[config.mk]
export PLATFORM = sky130hd
export DESIGN_NAME = mem_stage
export DESIGN_NICKNAME = d
export VERILOG_FILES = /design/src/rtl/mem_stage.sv
export SDC_FILE = /design/constraint.sdc
export NUM_CORES = 1
export LEC_CHECK = 0
export CAP_MARGIN = 10
export CELL_PAD_IN_SITES_DETAIL_PLACEMENT = 2
export CELL_PAD_IN_SITES_GLOBAL_PLACEMENT = 2
export CORE_UTILIZATION = 24
export CTS_BUF_LIST = sky130_fd_sc_hd__clkbuf_4 sky130_fd_sc_hd__clkbuf_8 sky130_fd_sc_hd__clkbuf_16
export DETAILED_ROUTE_END_ITERATION = 7
export GPL_ROUTABILITY_DRIVEN = 1
export MAX_ROUTING_LAYER = met4
export PLACE_DENSITY = 0.81
export SLEW_MARGIN = 20
export SYNTH_ARGS = -nofsm -noshare
export SYNTH_HDL_FRONTEND = slang
export SYNTH_SLANG_ARGS = --single-unit
[constraint.sdc]
create_clock -name clk -period 2.4 [get_ports clk]
set_input_delay 0.24 -clock clk [delete_from_list [all_inputs] [get_ports clk]]
set_output_delay 0.24 -clock clk [all_outputs]
set_load 0.05 [all_outputs]
[src/rtl/mem_stage.sv]
// Memory-access / write-back stage: passes ALU results to the register file,
// runs loads and stores over a req/ack data-memory port and stalls upstream while busy.
module mem_stage (
  input  logic        clk,
  input  logic        rst,
  input  logic        ex_valid,
  input  logic        ex_wreg,
  input  logic [4:0]  ex_wd,
  input  logic [31:0] ex_wdata,
  input  logic [3:0]  ex_memop,
  input  logic [31:0] ex_mem_addr,
  input  logic [31:0] ex_store_data,
  output logic        stall_req,
  output logic        mem_req,
  output logic        mem_we,
  output logic [31:0] mem_addr,
  output logic [3:0]  mem_sel,
  output logic [31:0] mem_wdata,
  input  logic [31:0] mem_rdata,
  input  logic        mem_ack,
  output logic        wb_we,
  output logic [4:0]  wb_waddr,
  output logic [31:0] wb_wdata,
  output logic        misalign
);

  localparam logic [3:0] OP_LB  = 4'd1;
  localparam logic [3:0] OP_LH  = 4'd2;
  localparam logic [3:0] OP_LW  = 4'd3;
  localparam logic [3:0] OP_LBU = 4'd4;
  localparam logic [3:0] OP_LHU = 4'd5;
  localparam logic [3:0] OP_SB  = 4'd6;
  localparam logic [3:0] OP_SH  = 4'd7;
  localparam logic [3:0] OP_SW  = 4'd8;

  localparam logic [0:0] S_IDLE = 1'b0;
  localparam logic [0:0] S_BUSY = 1'b1;

  logic [0:0]  state;
  logic [4:0]  rd_q;
  logic [3:0]  op_q;
  logic [1:0]  lo_q;

  logic        is_load;
  logic        is_store;
  logic        aligned;
  logic [3:0]  sel_n;
  logic [31:0] wdata_n;
  logic        accept;
  logic        misal_n;
  logic [7:0]  ld_byte;
  logic [15:0] ld_half;
  logic [31:0] ld_val;

  // Decode of the instruction currently offered by the execute stage.
  always_comb begin
    is_load  = 1'b0;
    is_store = 1'b0;
    aligned  = 1'b1;
    sel_n    = 4'b1111;
    wdata_n  = 32'h0;
    case (ex_memop)
      OP_LB, OP_LBU: is_load = 1'b1;
      OP_LH, OP_LHU: begin
        is_load = 1'b1;
        aligned = ~ex_mem_addr[0];
      end
      OP_LW: begin
        is_load = 1'b1;
        aligned = (ex_mem_addr[1:0] == 2'b00);
      end
      OP_SB: begin
        is_store = 1'b1;
        sel_n    = 4'b0001 << ex_mem_addr[1:0];
        wdata_n  = {4{ex_store_data[7:0]}};
      end
      OP_SH: begin
        is_store = 1'b1;
        aligned  = ~ex_mem_addr[0];
        sel_n    = ex_mem_addr[1] ? 4'b1100 : 4'b0011;
        wdata_n  = {2{ex_store_data[15:0]}};
      end
      OP_SW: begin
        is_store = 1'b1;
        aligned  = (ex_mem_addr[1:0] == 2'b00);
        wdata_n  = ex_store_data;
      end
      default: ;
    endcase
  end

  assign accept  = (state == S_IDLE) && ex_valid && (is_load || is_store) && aligned;
  assign misal_n = (state == S_IDLE) && ex_valid && (is_load || is_store) && !aligned;

  // Upstream is released in the same cycle the ack arrives.
  assign stall_req = (state == S_BUSY) ? !mem_ack : accept;

  always_comb begin
    ld_byte = 8'h0;
    case (lo_q)
      2'd0: ld_byte = mem_rdata[7:0];
      2'd1: ld_byte = mem_rdata[15:8];
      2'd2: ld_byte = mem_rdata[23:16];
      2'd3: ld_byte = mem_rdata[31:24];
      default: ;
    endcase
    ld_half = lo_q[1] ? mem_rdata[31:16] : mem_rdata[15:0];
    ld_val  = mem_rdata;
    case (op_q)
      OP_LB:   ld_val = {{24{ld_byte[7]}}, ld_byte};
      OP_LBU:  ld_val = {24'h0, ld_byte};
      OP_LH:   ld_val = {{16{ld_half[15]}}, ld_half};
      OP_LHU:  ld_val = {16'h0, ld_half};
      default: ld_val = mem_rdata;
    endcase
  end

  always_ff @(posedge clk) begin
    if (rst) begin
      state     <= S_IDLE;
      mem_req   <= 1'b0;
      mem_we    <= 1'b0;
      mem_addr  <= 32'h0;
      mem_sel   <= 4'h0;
      mem_wdata <= 32'h0;
      rd_q      <= 5'h0;
      op_q      <= 4'h0;
      lo_q      <= 2'h0;
      wb_we     <= 1'b0;
      wb_waddr  <= 5'h0;
      wb_wdata  <= 32'h0;
      misalign  <= 1'b0;
    end else begin
      wb_we    <= 1'b0;
      wb_waddr <= 5'h0;
      wb_wdata <= 32'h0;
      misalign <= misal_n;
      case (state)
        S_IDLE: begin
          if (accept) begin
            state     <= S_BUSY;
            mem_req   <= 1'b1;
            mem_we    <= is_store;
            mem_addr  <= {ex_mem_addr[31:2], 2'b00};
            mem_sel   <= sel_n;
            mem_wdata <= wdata_n;
            rd_q      <= ex_wd;
            op_q      <= ex_memop;
            lo_q      <= ex_mem_addr[1:0];
          end else if (ex_valid && !is_load && !is_store) begin
            wb_we    <= ex_wreg;
            wb_waddr <= ex_wd;
            wb_wdata <= ex_wdata;
          end
        end
        S_BUSY: begin
          if (mem_ack) begin
            state   <= S_IDLE;
            mem_req <= 1'b0;
            if (!mem_we) begin
              wb_we    <= 1'b1;
              wb_waddr <= rd_q;
              wb_wdata <= ld_val;
            end
          end
        end
        default: state <= S_IDLE;
      endcase
    end
  end

endmodule
After elaboration in Yosys (flattened, before gate mapping)
Cells that the tools add are included.

Input port bits: 142. Output and inout bits: 110. Logic and storage cells: 83. Bits in registers: 119.

Reductions and logical operators: 19. Bitwise gates (word level): 2. Multiplexer cells: 31. Eq/ne operators: 17. Shift-type cells: 1.

Operators by type and width (number): 32-bit two-way mux (4); 32-bit one-hot mux with 4 select lines (1); 32-bit one-hot mux with 3 select lines (1); 32-bit one-hot mux with 2 select lines (1); 8-bit one-hot mux with 4 select lines (1); 4-bit by 3-bit equality test with 1-bit output (second input constant) (6); 5-bit two-way mux (4); 16-bit two-way mux (1); 4-bit by 2-bit equality test with 1-bit output (second input constant) (3); 1-bit two-way mux (11); 5-bit one-hot mux with 2 select lines (1); 4-bit by 1-bit equality test with 1-bit output (second input constant) (2); 1-bit one-hot mux with 2 select lines (4); 4-bit one-hot mux with 2 select lines (1); 1-bit logical AND (6); 3-bit OR reduction (2); 5-bit OR reduction (1); 2-bit equality test (second input constant) (2); 4-bit equality test (second input constant) (1); 1-bit zero test (4); 2-bit zero test (2); 4-bit two-way mux (1); 2-bit inequality test (second input constant) (2); 2-bit AND reduction (2); 5 further kinds (6).

Logic depth before layout (Yosys ltp)
Depth after elaboration: 9. Depth in mapped cells: 8.

Worst setup path after synthesis
Ideal clock, no wire load.

Kind: reg-to-reg. From: register lo_q[1]. To: register wb_wdata[23]. Period minus slack after synthesis: 2.020 ns. Buffers on the path: 3. Slack: 0.380 ns. Arrival: 1.890 ns. Setup time: 0.130 ns. Cell stages (with the launch flop): 8. Path through: dfxtp_1 > buf_2 > mux4_2 > and4b_1 > buf_6 > o31ai_4 > buf_4 > o31ai_1.

Longest elaborated chain between the ends: 6. Elaborated cells between the ends (all ways): 10. Those cells by class: eq/ne: 3; mux: 6; reduce/logical: 1.

RTL lines: start, declared (RTL line 42) `logic [1:0] lo_q;`; start signal, assigned (RTL line 149) `lo_q <= ex_mem_addr[1:0];`; 2-bit equality test, or another cell as far along (RTL line 100) `case (lo_q)`; 8-bit one-hot mux with 4 select lines (RTL line 100); 32-bit one-hot mux with 4 select lines (*) (RTL line 109) `case (op_q)`; 32-bit two-way mux (*) (RTL line 160) `if (!mem_we) begin`; 32-bit two-way mux (*) (RTL line 157) `if (mem_ack) begin`; 32-bit one-hot mux with 2 select lines (*) (RTL line 138) `case (state)`; end signal, assigned (RTL line 153) `wb_wdata <= ex_wdata;`; end signal, assigned (RTL line 163) `wb_wdata <= ld_val;`; end, declared (RTL line 23) `output logic [31:0] wb_wdata,`.

Every way passes the cells marked *; elsewhere a longest branch is shown, timed or not. A chain may end at the register's enable or synchronous reset.

Worst setup path after layout
From: input ex_memop[1]. To: output stall_req.

Longest elaborated chain between the ends: 7. Elaborated cells between the ends (all ways): 19. Those cells by class: eq/ne: 8; mux: 4; reduce/logical: 7.

RTL lines: start, declared (RTL line 10) `input logic [3:0] ex_memop,`; 4-bit by 2-bit equality test with 1-bit output, or another cell as far along (RTL line 62) `case (ex_memop)`; 5-bit OR reduction (no source line) / 3-bit OR reduction (equally long branches); 1-bit two-way mux (RTL line 62); 1-bit logical OR (RTL line 92) `assign accept = (state == S_IDLE) && ex_valid && (is_load || is_store) && aligned;`; 1-bit logical AND (RTL line 92); 1-bit logical AND (*) (RTL line 92); 1-bit two-way mux (*) (RTL line 96) `assign stall_req = (state == S_BUSY) ? !mem_ack : accept;`; end, declared (RTL line 13) `output logic stall_req,`.

Marked as above.

==> results.md <==
- Outcome: complete, no violations
- Sequential Area: roughly 2400 um^2
- Pin count of the biggest net entering global routing: 57
- Overflow left after global routing: 0
- Total Die Area: between 20000 and 25000 um^2
- Area used by multi-input combinational logic: 2880 um^2
- Area delta synth->final: 65.2%
- Cell count of the worst reg-to-reg path: 5
- Number of buffers on the longest clock path: 2
- Unique masters post-synth: between 50 and 60
- Mux cell area share after synthesis: 7.70%
- Maximum vdd drop: ~0.4 mV
- Drt via density: between 5 and 6
- Number of buffer cells added on primary ports: between 200 and 250
- Max-cap viol count: 0
- Critical path endpoint category: primary output
- Skew-Pair Late Insertion Delay: approximately 430 ps
- Register bit total from synthesis: 119
- Adder-Cell Fraction of Synth Area: 0%
- Summed instance area of the synthesized netlist: 5560 um^2
- Startpoint of the worst setup timing path: ex_memop[1]
- Vertical extent of the die: about 150 um
- Final critical-path share of the clock period: 96.1%
- Routed WL: between 20000 and 30000 um
- Initial DRC count: roughly 200
- Cell Count, Final, Fillers Out: about 1100
- Number of enable-type register cells in the synthesized netlist: 0
- Worst slew pin tran: just over 700 ps
- Area fraction in compound gates after synthesis: about 29%
- Cell row count: 55
- Via count of the routed design: 6084
- Routability congestion estimate from global placement: between 0.8 and 0.9
- Synth area leader: sky130_fd_sc_hd__dfxtp_1
- Achievable Freq: around 0.43 GHz
- Placeable core region: ~23000 um^2
- Detailed-routing iteration count for the pre-antenna-repair pass: 4
- Power density cells: between 600 and 700 nW/um^2
- Die X-Extent: 154 um
- Count of final hold-check violations: 0
- Cell leakage power: approximately 0.0033 uW
- R2r endpoint: wb_wdata[10]
- Fraction of post-synthesis cell area in the top cell type by area: 42.8%
- Arrival time worst endpoint: 2070 ps
- Origin of the worst min-delay path: rst
- Minimum setup slack among reg-to-reg paths: between 300 and 400 ps
- Startpoint Class: input pin
- Area fraction in and, or, nand and nor cells after synthesis: approximately 14%
- Main combinational cell family by area after synthesis: compound AO/OA/AOI/OAI gates
- Async S/R FF share, synth: 0%
- Most frequent cell after synthesis: sky130_fd_sc_hd__dfxtp_1
- Final nets: 987
- Unrepaired setup endpoints after global routing: no
- Final period demand of the worst path: 2310 ps
- Count of synthesis-stage warnings from yosys: 0
- Number of buffers created by CTS: 17
- Filler cell count in the final layout: 2439
- Final design instance area without fill: between 9000 and 10000 um^2
- Critical path class: in -> out
- Setup Skew: 14.5 ps
- Final core utilization: 40.5%
- Initial core utilization: between 20% and 30%
- Slew HR: 52.3%
- Setup Viol. Count Final: 0
- Xor/xnor cell area share of the yosys netlist: 0.158%
- Cell Count Post-Placement: about 1100
- Prevailing post-synth register cell: sky130_fd_sc_hd__dfxtp_1
- Cell types with the largest area share after synthesis: sky130_fd_sc_hd__dfxtp_1, sky130_fd_sc_hd__o31ai_1, sky130_fd_sc_hd__nand4_1, sky130_fd_sc_hd__a21oi_1, sky130_fd_sc_hd__mux4_2
- I/O pin count: between 200 and 300
- Capture point of the worst path: stall_req
- Mapped Avg Cell Area: between 9 and 10 um^2
- Origin of the critical flop-to-flop path: lo_q[0]
- Required arrival time at the worst endpoint: ~2200 ps
- DRC violations left: 0
- Cell at the root of the clock tree: sky130_fd_sc_hd__clkbuf_16
- H-tree levels: 4
- GRT Util Overall: between 20 and 25%
- Gate count after technology mapping: between 500 and 600
- Kind of path behind the tightest hold check: in -> reg
- Vias in the first global route: 6564
- Number of antenna violations at the first check in global routing: 2
- CTS tree: done
- Clock-pin transition on the worst setup and hold timing paths: around 60 ps
- Maximum fanout count along the critical path: 6
- Cts hold-fix bufs: 0
- DPL Wire Length: approximately 18000 um
- Sinks on the clock net: approximately 120
- Ratio of cells with drive above 1 in the final layout: between 10% and 20%
- WL per Instance: about 22 um
- Post-synthesis sequential area ratio: a little over two fifths
- Global-route wire length before repair: around 40000 um
- Number of max-slew violations in the final report: 0
- Final setup TNS: 0 ps
- Most frequent cells after synthesis: sky130_fd_sc_hd__dfxtp_1, sky130_fd_sc_hd__o31ai_1, sky130_fd_sc_hd__a21oi_1
- Minimum hold slack: between 200 and 300 ps
- Antenna Nets Post-Route: 0
- Cell area after placement: between 8000 and 9000 um^2
repair_timing:
action,4_1_cts,5_1_grt
setup endpoints to repair,0,1
buffers inserted,0,3
gates resized for setup,0,2
hold endpoints to repair,0,0
cell type report:
type                       count  area share (%)
antenna                        2          0.0545
inverter                       2          0.0817
clock inverter                15            2.12
clock buffer                  17            4.63
tap                          285            3.88
multi-input combinational    409            31.4
timing repair buffer         296            31.9
sequential                   119            25.9
sequential cells by signal, summed over array words and instances, names as in the netlist:
name       count
lo_q           2
mem_addr      30
mem_req        1
mem_sel        4
mem_wdata     32
mem_we         1
misalign       1
op_q           4
rd_q           5
state          1
wb_waddr       5
wb_wdata      32
wb_we          1
worst min-delay path by stage:
stage | to | slack [ps] | depth (start not counted)
floorplan | wb_wdata[0] | 350 | 2
CTS | state | 240 | 2
finish | state | 260 | 2
detailed placement | mem_wdata[13] | 450 | 1
global placement | mem_wdata[13] | 450 | 1
global route | state | 310 | 2
placed cells by master, fill, tap and decap left out, types with 7 or more instances in the layout:
cell,count
sky130_fd_sc_hd__a211oi_1,9
sky130_fd_sc_hd__a21oi_1,49
sky130_fd_sc_hd__a221oi_1,7
sky130_fd_sc_hd__a22o_1,16
sky130_fd_sc_hd__a22oi_1,21
sky130_fd_sc_hd__and3_1,9
sky130_fd_sc_hd__buf_12,7
sky130_fd_sc_hd__buf_4,41
sky130_fd_sc_hd__clkbuf_16,17
sky130_fd_sc_hd__clkdlybuf4s50_1,245
sky130_fd_sc_hd__dfxtp_1,119
sky130_fd_sc_hd__mux2_2,14
sky130_fd_sc_hd__mux2i_1,9
sky130_fd_sc_hd__mux4_2,8
sky130_fd_sc_hd__nand2_1,27
sky130_fd_sc_hd__nand3_1,19
sky130_fd_sc_hd__nand4_1,40
sky130_fd_sc_hd__nor2_1,25
sky130_fd_sc_hd__o21ai_0,33
sky130_fd_sc_hd__o2bb2ai_1,16
sky130_fd_sc_hd__o31ai_1,57
worst max-delay path: stages:
cell                              delay [ps]
sky130_fd_sc_hd__clkdlybuf4s50_1         600
sky130_fd_sc_hd__nor4bb_1                680
sky130_fd_sc_hd__a211oi_4                140
sky130_fd_sc_hd__nand3_1                 140
sky130_fd_sc_hd__nand2_1                 100
sky130_fd_sc_hd__buf_12                  160
metrics by stage:
stage               power [uW]  setup slack, ps
global route              6380             29.3
finish                    6130             92.6
floorplan                 2800              380
global placement          3400             3.40
CTS                       6220             23.1
detailed placement        3420            -83.0
power breakdown:
| part | switching [uW] | total, uW | internal [uW] | leakage [uW] |
|---|---|---|---|---|
| Clock | 1080 | 2750 | 1660 | 0.000302 |
| Sequential | 47.5 | 2100 | 2060 | 0.000967 |
| Combinational | 735 | 1290 | 551 | 0.00202 |
layer usage:
layer | GRT usage, % | part of all wire, % | vias up
met4 | 7.24 | 1.7 | 0
met5 | - | 0 | -
met3 | 4.46 | 5.4 | 27
met2 | 38.0 | 50 | 211
li1 | - | - | 2816
met1 | 26.3 | 43 | 3030
cell families (layout without fill, tap and decap cells):
family / after synthesis / count (layout)
xor gates and xnor gates: 1 / 1
other: 1 / 4
and+or+nand+nor: 144 / 144
muxes: 31 / 31
buffers and inverters: 71 / 330
AOI/OAI and AO/OA: 231 / 231
DFF: 119 / 119
(Power assumes the default switching activity.)
